$ cat src/rtl/psum_drain_pkg.sv
// Shared configuration for the psum drain stage: sizes, requant config and vector types.
package psum_drain_pkg;

  localparam int PEROW      = 16;
  localparam int PSUMDWD    = 24;
  localparam int DWD        = 8;
  localparam int OUTN       = 4;
  localparam int DEPTH      = 4;
  localparam int PSUMOUTN   = OUTN;
  localparam int PSUMQDEPTH = DEPTH;

  localparam int BEATS = PEROW / OUTN;
  localparam int SHW   = $clog2(PSUMDWD);
  localparam int BW    = (BEATS > 1) ? $clog2(BEATS) : 1;
  localparam int AW    = $clog2(DEPTH);
  localparam int CW    = AW + 1;

  typedef struct packed {
    logic [SHW-1:0] shift;
    logic           relu;
  } QuantConf;

  typedef logic [PEROW-1:0][PSUMDWD-1:0] psum_vec_t;
  typedef logic [OUTN-1:0][DWD-1:0]      out_beat_t;

endpackage

$ cat src/rtl/psum_drain_if.sv
// Psum input stream, requant config and serialized output beat stream of the drain stage.
interface psum_drain_if;
  import psum_drain_pkg::*;

  logic            Psum_rdy;
  logic            Psum_ack;
  psum_vec_t       i_Psum;
  QuantConf        i_qconf;
  logic            Out_rdy;
  logic            Out_ack;
  out_beat_t       o_Out;
  logic [BW-1:0]   o_beat;
  logic            o_last;
  logic [CW-1:0]   o_count;
  logic            o_busy;

  modport master (
    output Psum_rdy, i_Psum, i_qconf, Out_ack,
    input  Psum_ack, Out_rdy, o_Out, o_beat, o_last, o_count, o_busy
  );

  modport slave (
    input  Psum_rdy, i_Psum, i_qconf, Out_ack,
    output Psum_ack, Out_rdy, o_Out, o_beat, o_last, o_count, o_busy
  );

endinterface

$ cat src/rtl/psum_quant.sv
// One-lane requantizer: optional ReLU, round-half-up arithmetic shift, signed saturation.
module psum_quant
  import psum_drain_pkg::*;
(
  input  logic [PSUMDWD-1:0] i_psum,
  input  QuantConf           i_qconf,
  output logic [DWD-1:0]     o_out
);

  localparam int XW = PSUMDWD + 1;
  localparam logic signed [XW-1:0] QMAX = XW'((1 << (DWD - 1)) - 1);
  localparam logic signed [XW-1:0] QMIN = ~QMAX;

  logic signed [XW-1:0] w_v;
  logic signed [XW-1:0] w_rnd;
  logic signed [XW-1:0] w_sum;
  logic signed [XW-1:0] w_shr;

  // One guard bit keeps the rounding add from wrapping at full-scale positive input.
  assign w_v   = (i_qconf.relu && i_psum[PSUMDWD-1]) ? '0 : {i_psum[PSUMDWD-1], i_psum};
  assign w_rnd = (i_qconf.shift == '0) ? '0 : (XW'(1) << (i_qconf.shift - 1'b1));
  assign w_sum = w_v + w_rnd;
  assign w_shr = w_sum >>> i_qconf.shift;

  always_comb begin
    o_out = w_shr[DWD-1:0];
    if (w_shr > QMAX) begin
      o_out = QMAX[DWD-1:0];
    end else if (w_shr < QMIN) begin
      o_out = QMIN[DWD-1:0];
    end
  end

endmodule

$ cat src/rtl/psum_drain.sv
// Vector FIFO behind the PE that serializes each buffered psum vector into requantized OUTN-lane beats.
module psum_drain
  import psum_drain_pkg::*;
(
  input  logic       i_clk,
  input  logic       i_rst,
  psum_drain_if.slave bus
);

  localparam int IW = $clog2(PEROW);

  psum_vec_t        r_mem [DEPTH];
  logic [CW-1:0]    r_wr_ptr;
  logic [CW-1:0]    r_rd_ptr;
  logic [CW-1:0]    r_count;
  logic [BW-1:0]    r_beat;

  logic             w_full;
  logic             w_nonempty;
  logic             w_push;
  logic             w_pop;
  logic             w_beat_xfer;
  logic             w_last;
  psum_vec_t        w_head;
  out_beat_t        w_out;

  assign w_full      = (r_wr_ptr[AW-1:0] == r_rd_ptr[AW-1:0]) && (r_wr_ptr[AW] != r_rd_ptr[AW]);
  assign w_nonempty  = (r_count != '0);
  assign w_last      = (r_beat == BW'(BEATS - 1));
  assign w_beat_xfer = w_nonempty && bus.Out_ack;
  assign w_pop       = w_beat_xfer && w_last;
  assign w_push      = bus.Psum_rdy && bus.Psum_ack;

  // Ack is held low during reset so nothing is taken while the pointers are being cleared.
  assign bus.Psum_ack = i_rst && bus.Psum_rdy && !w_full;

  always_ff @(posedge i_clk) begin
    if (w_push) begin
      r_mem[r_wr_ptr[AW-1:0]] <= bus.i_Psum;
    end
  end

  always_ff @(posedge i_clk or negedge i_rst) begin
    if (!i_rst) begin
      r_wr_ptr <= '0;
      r_rd_ptr <= '0;
      r_count  <= '0;
      r_beat   <= '0;
    end else begin
      if (w_push) begin
        r_wr_ptr <= r_wr_ptr + CW'(1);
      end
      if (w_pop) begin
        r_rd_ptr <= r_rd_ptr + CW'(1);
      end
      case ({w_push, w_pop})
        2'b10:   r_count <= r_count + CW'(1);
        2'b01:   r_count <= r_count - CW'(1);
        default: r_count <= r_count;
      endcase
      if (w_beat_xfer) begin
        r_beat <= w_last ? '0 : r_beat + BW'(1);
      end
    end
  end

  // Empty FIFO presents zeros so the lanes never carry uninitialized storage.
  assign w_head = w_nonempty ? r_mem[r_rd_ptr[AW-1:0]] : '0;

  for (genvar g = 0; g < OUTN; g++) begin : g_lane
    logic [IW-1:0] w_idx;
    assign w_idx = IW'(int'(r_beat) * OUTN + g);
    psum_quant u_quant (
      .i_psum  (w_head[w_idx]),
      .i_qconf (bus.i_qconf),
      .o_out   (w_out[g])
    );
  end

  assign bus.o_Out   = w_out;
  assign bus.Out_rdy = w_nonempty;
  assign bus.o_beat  = r_beat;
  assign bus.o_last  = w_last;
  assign bus.o_count = r_count;
  assign bus.o_busy  = w_nonempty || bus.Psum_rdy;

endmodule

$ cat src/flat_wrapper.sv
// flat-port wrapper written by rule: the top's interface ports become plain ports
module psum_drain_flat import psum_drain_pkg::*;
  (i_clk, i_rst, bus_Psum_rdy, bus_i_Psum, bus_i_qconf, bus_Out_ack, bus_Psum_ack, bus_Out_rdy, bus_o_Out, bus_o_beat, bus_o_last, bus_o_count, bus_o_busy);
  psum_drain_if bus_i ();
  input  logic i_clk;
  input  logic i_rst;
  input wire logic [$bits(bus_i.Psum_rdy)-1:0] bus_Psum_rdy;
  input wire logic [$bits(bus_i.i_Psum)-1:0] bus_i_Psum;
  input wire logic [$bits(bus_i.i_qconf)-1:0] bus_i_qconf;
  input wire logic [$bits(bus_i.Out_ack)-1:0] bus_Out_ack;
  output wire logic [$bits(bus_i.Psum_ack)-1:0] bus_Psum_ack;
  output wire logic [$bits(bus_i.Out_rdy)-1:0] bus_Out_rdy;
  output wire logic [$bits(bus_i.o_Out)-1:0] bus_o_Out;
  output wire logic [$bits(bus_i.o_beat)-1:0] bus_o_beat;
  output wire logic [$bits(bus_i.o_last)-1:0] bus_o_last;
  output wire logic [$bits(bus_i.o_count)-1:0] bus_o_count;
  output wire logic [$bits(bus_i.o_busy)-1:0] bus_o_busy;
  assign bus_i.Psum_rdy = bus_Psum_rdy;
  assign bus_i.i_Psum = bus_i_Psum;
  assign bus_i.i_qconf = bus_i_qconf;
  assign bus_i.Out_ack = bus_Out_ack;
  assign bus_Psum_ack = bus_i.Psum_ack;
  assign bus_Out_rdy = bus_i.Out_rdy;
  assign bus_o_Out = bus_i.o_Out;
  assign bus_o_beat = bus_i.o_beat;
  assign bus_o_last = bus_i.o_last;
  assign bus_o_count = bus_i.o_count;
  assign bus_o_busy = bus_i.o_busy;
  psum_drain u_core (.i_clk(i_clk), .i_rst(i_rst), .bus(bus_i));
endmodule
$ cat config.mk
export PLATFORM = sky130hd
export DESIGN_NAME = psum_drain_flat
export DESIGN_NICKNAME = d
export VERILOG_FILES = /design/src/rtl/psum_drain_pkg.sv /design/src/rtl/psum_drain_if.sv /design/src/rtl/psum_quant.sv /design/src/rtl/psum_drain.sv /design/src/flat_wrapper.sv
export SDC_FILE = /design/constraint.sdc
export NUM_CORES = 2
export LEC_CHECK = 0
export BUFFER_PORTS_ARGS = -buffer_cell sky130_fd_sc_hd__buf_4
export CAP_MARGIN = 5
export CORE_MARGIN = 2
export CORE_UTILIZATION = 35
export CTS_CLUSTER_DIAMETER = 100
export DETAILED_ROUTE_END_ITERATION = 10
export PLACE_DENSITY = 0.61
export REMOVE_ABC_BUFFERS = 1
export SKIP_CTS_REPAIR_TIMING = 1
export SLEW_MARGIN = 20
export SYNTH_ARGS = -nofsm -noshare
export SYNTH_HDL_FRONTEND = slang
export SYNTH_HIERARCHICAL = 1
export SYNTH_SLANG_ARGS = --single-unit
$ cat constraint.sdc
create_clock -name i_clk -period 16.8 [get_ports i_clk]
set_input_delay 0.84 -clock i_clk [delete_from_list [all_inputs] [get_ports i_clk]]
set_output_delay 0.84 -clock i_clk [all_outputs]
set_load 0.005 [all_outputs]
==> results.py <==
metrics = {
    "route": {
        "vias_per_cell": 5.627,
        "vias": 44700,
        "antenna_left": 0,
        "dr.pass1.iters": 6,
        "drt_iter0_markers": 3984,
        "drc": 0,
        "wirelength_mm": 206.3,
        "wl_per_cell_um": 25.97,
    },
    "yosys": {
        "synth.largest_area_cell": "edfxtp_1",
        "syn-mean-instance-area_um2": 15.87,
        "synthXorXnorAreaFrac_pct": 1.162,
        "synth_adder_area_share_pct": 1.881,
        "synthFlopType": "edfxtp_1",
        "synth_area_um2": 73840,
        "synth_top_cell_area_share_pct": 62.46,
        "synth_compound_area_share_pct": 10.54,
        "synth-seq-area-share_pct": 62.83,
        "synth_top_family_by_area": "multiplexers",
        "async_flop_share_pct": 0.7111,
        "synthMuxAreaShare_pct": 13.77,
        "yosys.area_share.simple_pct": 6.869,
        "synth_edf_count": 1536,
        "synth_cell_types": 96,
        "synthTopCellsByArea": "edfxtp_1, mux4_2, ha_1",
        "syn_inst": 4654,
        "ys_warn_count": 6,
        "ys_seq_elements": 1547,
    },
    "flow_run": {
        "cap_violations": 0,
    },
    "status": {
        "status": "completed",
    },
    "placed_design": {
        "place.gp.congestion": 0.9533,
        "port_buffers": 434,
        "dp_hpwl_mm": 136.9,
        "placed_area_um2": 79320,
    },
    "floorplanning": {
        "initial_core_util_pct": 35.24,
        "core-area_um2": 209600,
        "die_width_um": 463.3,
        "row_count": 168,
        "fp.dieH_um": 463.3,
        "dieArea_um2": 214700,
        "pin_count": 435,
    },
    "power": {
        "p_seq_share_pct": 32.1,
        "swShare_pct": 37.86,
        "irDropWorstVdd_mv": 0.1211,
        "switching_power_mw": 5.741,
        "leakage_nw": 28.12,
        "p_per_area_nw_per_um2": 179.0,
        "clock_power_share_pct": 23.5,
        "total_power_mw": 15.16,
        "pwr-share-comb_pct": 44.4,
        "internal_power_mw": 9.422,
    },
    "cells_and_area": {
        "multi_input_area_um2": 25300,
        "final_area_um2": 84730,
        "utilization_pct": 40.43,
        "drive_gt1_share_pct": 25.55,
        "n_fill_cell": 19140,
        "syn2layout_area_growth_pct": 14.74,
        "fin_nets": 5507,
        "seqCellArea_um2": 46410,
    },
    "global_route": {
        "grt_pass1_vias": 45310,
        "grt_max_degree": 131,
        "use_met2_pct": 30.41,
        "globalRoute.busiestLayer": "met2",
        "grt_use_met1_pct": 25.72,
        "globalRouteOverflowTotal": 0,
        "grt_util_all_layers_pct": 18.77,
        "antenna_found_initial": 38,
        "use_met3_pct": 3.448,
        "grt_pass1_wl_mm": 304.3,
    },
    "setup_path": {
        "worst-path-max-fanout": 75,
        "crit_arrival_ns": 8.98,
        "critPathKind": "flop to output port",
        "critPathLaunchType": "flop",
        "path_cells": "buf_12 -> mux4_2 -> a22o_1 -> a221o_1 -> nand2_1 -> and2_1 -> ha_1 -> inv_1 -> fa_1 -> nand2b_1 -> a21oi_2 -> o21ai_2 -> o211ai_2 -> a21oi_1 -> o211ai_2 -> mux2i_1 -> mux2i_1 -> a221o_1 -> or4bb_1 -> o31ai_4 -> a21oi_1 -> buf_4",
        "worstSetupEndpointType": "output port",
        "critical-path-max-stage-delay_ns": 0.87,
        "critical_path.top_delay_family": "compound AO/OA/AOI/OAI gates",
        "critical_path_buf_inv_count": 3,
        "worstPathRequired_ns": 15.96,
        "critPathSlowestCell": "dfrtp_4",
    },
    "sta": {
        "rsz0062_at_grt": "no",
        "setup_tns_ns": 0,
        "final_hold_viol_count": 0,
        "setup_viol": 0,
        "period_share_pct": 58.44,
        "finalCriticalPeriod_ns": 9.817,
        "worst_pin_slew_ns": 1.051,
        "max_freq_mhz": 101.9,
        "slew_headroom_pct": 29.92,
        "drv_slew": 0,
        "finalClockSkew_ns": 0.03876,
    },
    "cts": {
        "clk_latency_ns": 0.86,
        "clock_path_buffers": 3,
        "cts_tree": "done",
        "numCtsBuffers": 164,
        "clk_pin_slew_ns": 0.06,
        "clkSinkCount": 1547,
        "root_buffer": "clkbuf_16",
        "htree_levels": 4,
    },
    "worst_hold_path": {
        "min_path_type": "input pin to flop",
    },
}
==> synth_stat cells (16+ instances only) <==
library cell,number
clkbuf_8,36
or3_1,16
a22o_1,99
nand4_1,52
xor2_1,33
a211o_1,16
o22ai_1,32
nand3_1,49
buf_6,40
a22oi_1,17
a21o_1,33
o211ai_1,56
buf_2,77
inv_1,54
mux2i_1,83
o21ai_1,24
o21ai_0,93
xnor2_1,45
nor4_1,16
o21a_1,32
nor3_1,94
o221ai_1,20
a31oi_1,32
nor2_1,282
buf_1,20
a221o_1,103
mux2_2,26
and2_1,113
ha_1,103
a211oi_1,36
nand2b_1,25
mux4_2,399
o31ai_1,16
nand2_1,285
edfxtp_1,1536
a21oi_1,176
clkbuf_1,128
and3_1,26
==> placed cells by master, fill, tap and decap left out, types with 17 or more instances in the layout <==
cell type / count
a211oi_1: 36
a21o_1: 33
and3_1: 25
clkbuf_1: 41
inv_1: 54
ha_1: 103
a22oi_1: 17
nand3_1: 49
clkinv_2: 26
mux4_2: 399
nand2_1: 285
nor3_1: 93
a221o_1: 103
o221ai_1: 20
a31oi_1: 32
mux2i_1: 83
a22o_1: 99
o21a_1: 32
o211ai_1: 56
edfxtp_1: 1536
a21oi_1: 176
xor2_1: 33
nand2b_1: 25
mux2_2: 26
clkinv_1: 23
and2_1: 108
buf_4: 480
o22ai_1: 32
nand4_1: 52
nor2_1: 282
o21ai_0: 93
xnor2_1: 45
o21ai_1: 24
clkbuf_16: 165
==> power by group through the flow <==
stage                     clock, mW  sequential (mW)  combinational [mW]
after global routing           3.80             4.91                7.22
after global placement            0             4.93                6.78
final                          3.56             4.87                6.73
after detailed placement          0             4.96                6.75
after floorplan                   0             5.40                5.22
after CTS                      3.65             4.88                6.78
==> per-layer routing <==
| metal | routed length [um] | share of wire, % |
|---|---|---|
| met1 | 89920 | 44 |
| met3 | 11520 | 5.6 |
| met5 | 230 | 0.11 |
| met2 | 99290 | 48 |
| met4 | 5356 | 2.6 |
==> logic make-up (layout without fill, tap and decap cells) <==
kind of cell | after synthesis | after routing
other | 0 | 4
AOI/OAI and AO/OA | 995 | 995
adders and majority gates | 108 | 108
and+or+nand+nor | 1037 | 1037
buffers and inverters | 369 | 850
DFF | 1547 | 1547
muxes | 512 | 512
xor gates and xnor gates | 86 | 86
==> state kept, by name, indices dropped and copies added, names as in the netlist <==
| signal | cells |
|---|---|
| u_core/r_rd_ptr | 3 |
| u_core/r_mem | 1536 |
| u_core/bus.o_beat | 2 |
| u_core/bus.o_count | 3 |
| u_core/r_wr_ptr | 3 |
==> cell type report <==
cell class                 count  share of cell area, %
clock inverter                90                  1.307
clock buffer                 206                  5.055
multi-input combinational   2738                  29.86
timing repair buffer         495                  4.596
antenna                        4                0.01181
sequential                  1547                  54.77
tap                         2805                  4.142
inverter                      59                 0.2614
==> per-stage QoR <==
stage               worst slack [ns]  hold WS, ns  std cells
finish                         6.983       0.1781       7944
global route                   6.430       0.1332       7943
CTS                            6.915      -0.2101       7939
detailed placement             7.884       0.4790       7643
global placement               7.836       0.4766       7643
floorplan                     -8.033       0.4607       4344
==> path summary, 6_finish.rpt <==
check	start	end	slack [ns]	cells past startpoint
max in group asynchronous	i_rst	u_core/r_rd_ptr[0]$_DFFE_PN0P_	16.20	2
setup / recovery	u_core/r_rd_ptr[0]$_DFFE_PN0P_	bus_o_Out[1]	6.98	22
hold reg to reg	u_core/r_wr_ptr[2]$_DFFE_PN0P_	u_core/r_wr_ptr[2]$_DFFE_PN0P_	0.49	1
setup reg to reg	u_core/r_rd_ptr[0]$_DFFE_PN0P_	u_core/r_mem[0][292]$_DFFE_PP_	11.73	6
min in group asynchronous	i_rst	u_core/bus.o_beat[1]$_DFFE_PN0N_	0.40	2
hold / removal	bus_i_Psum[296]	u_core/r_mem[0][296]$_DFFE_PP_	0.18	1
Power figures use the tool's default switching activity.
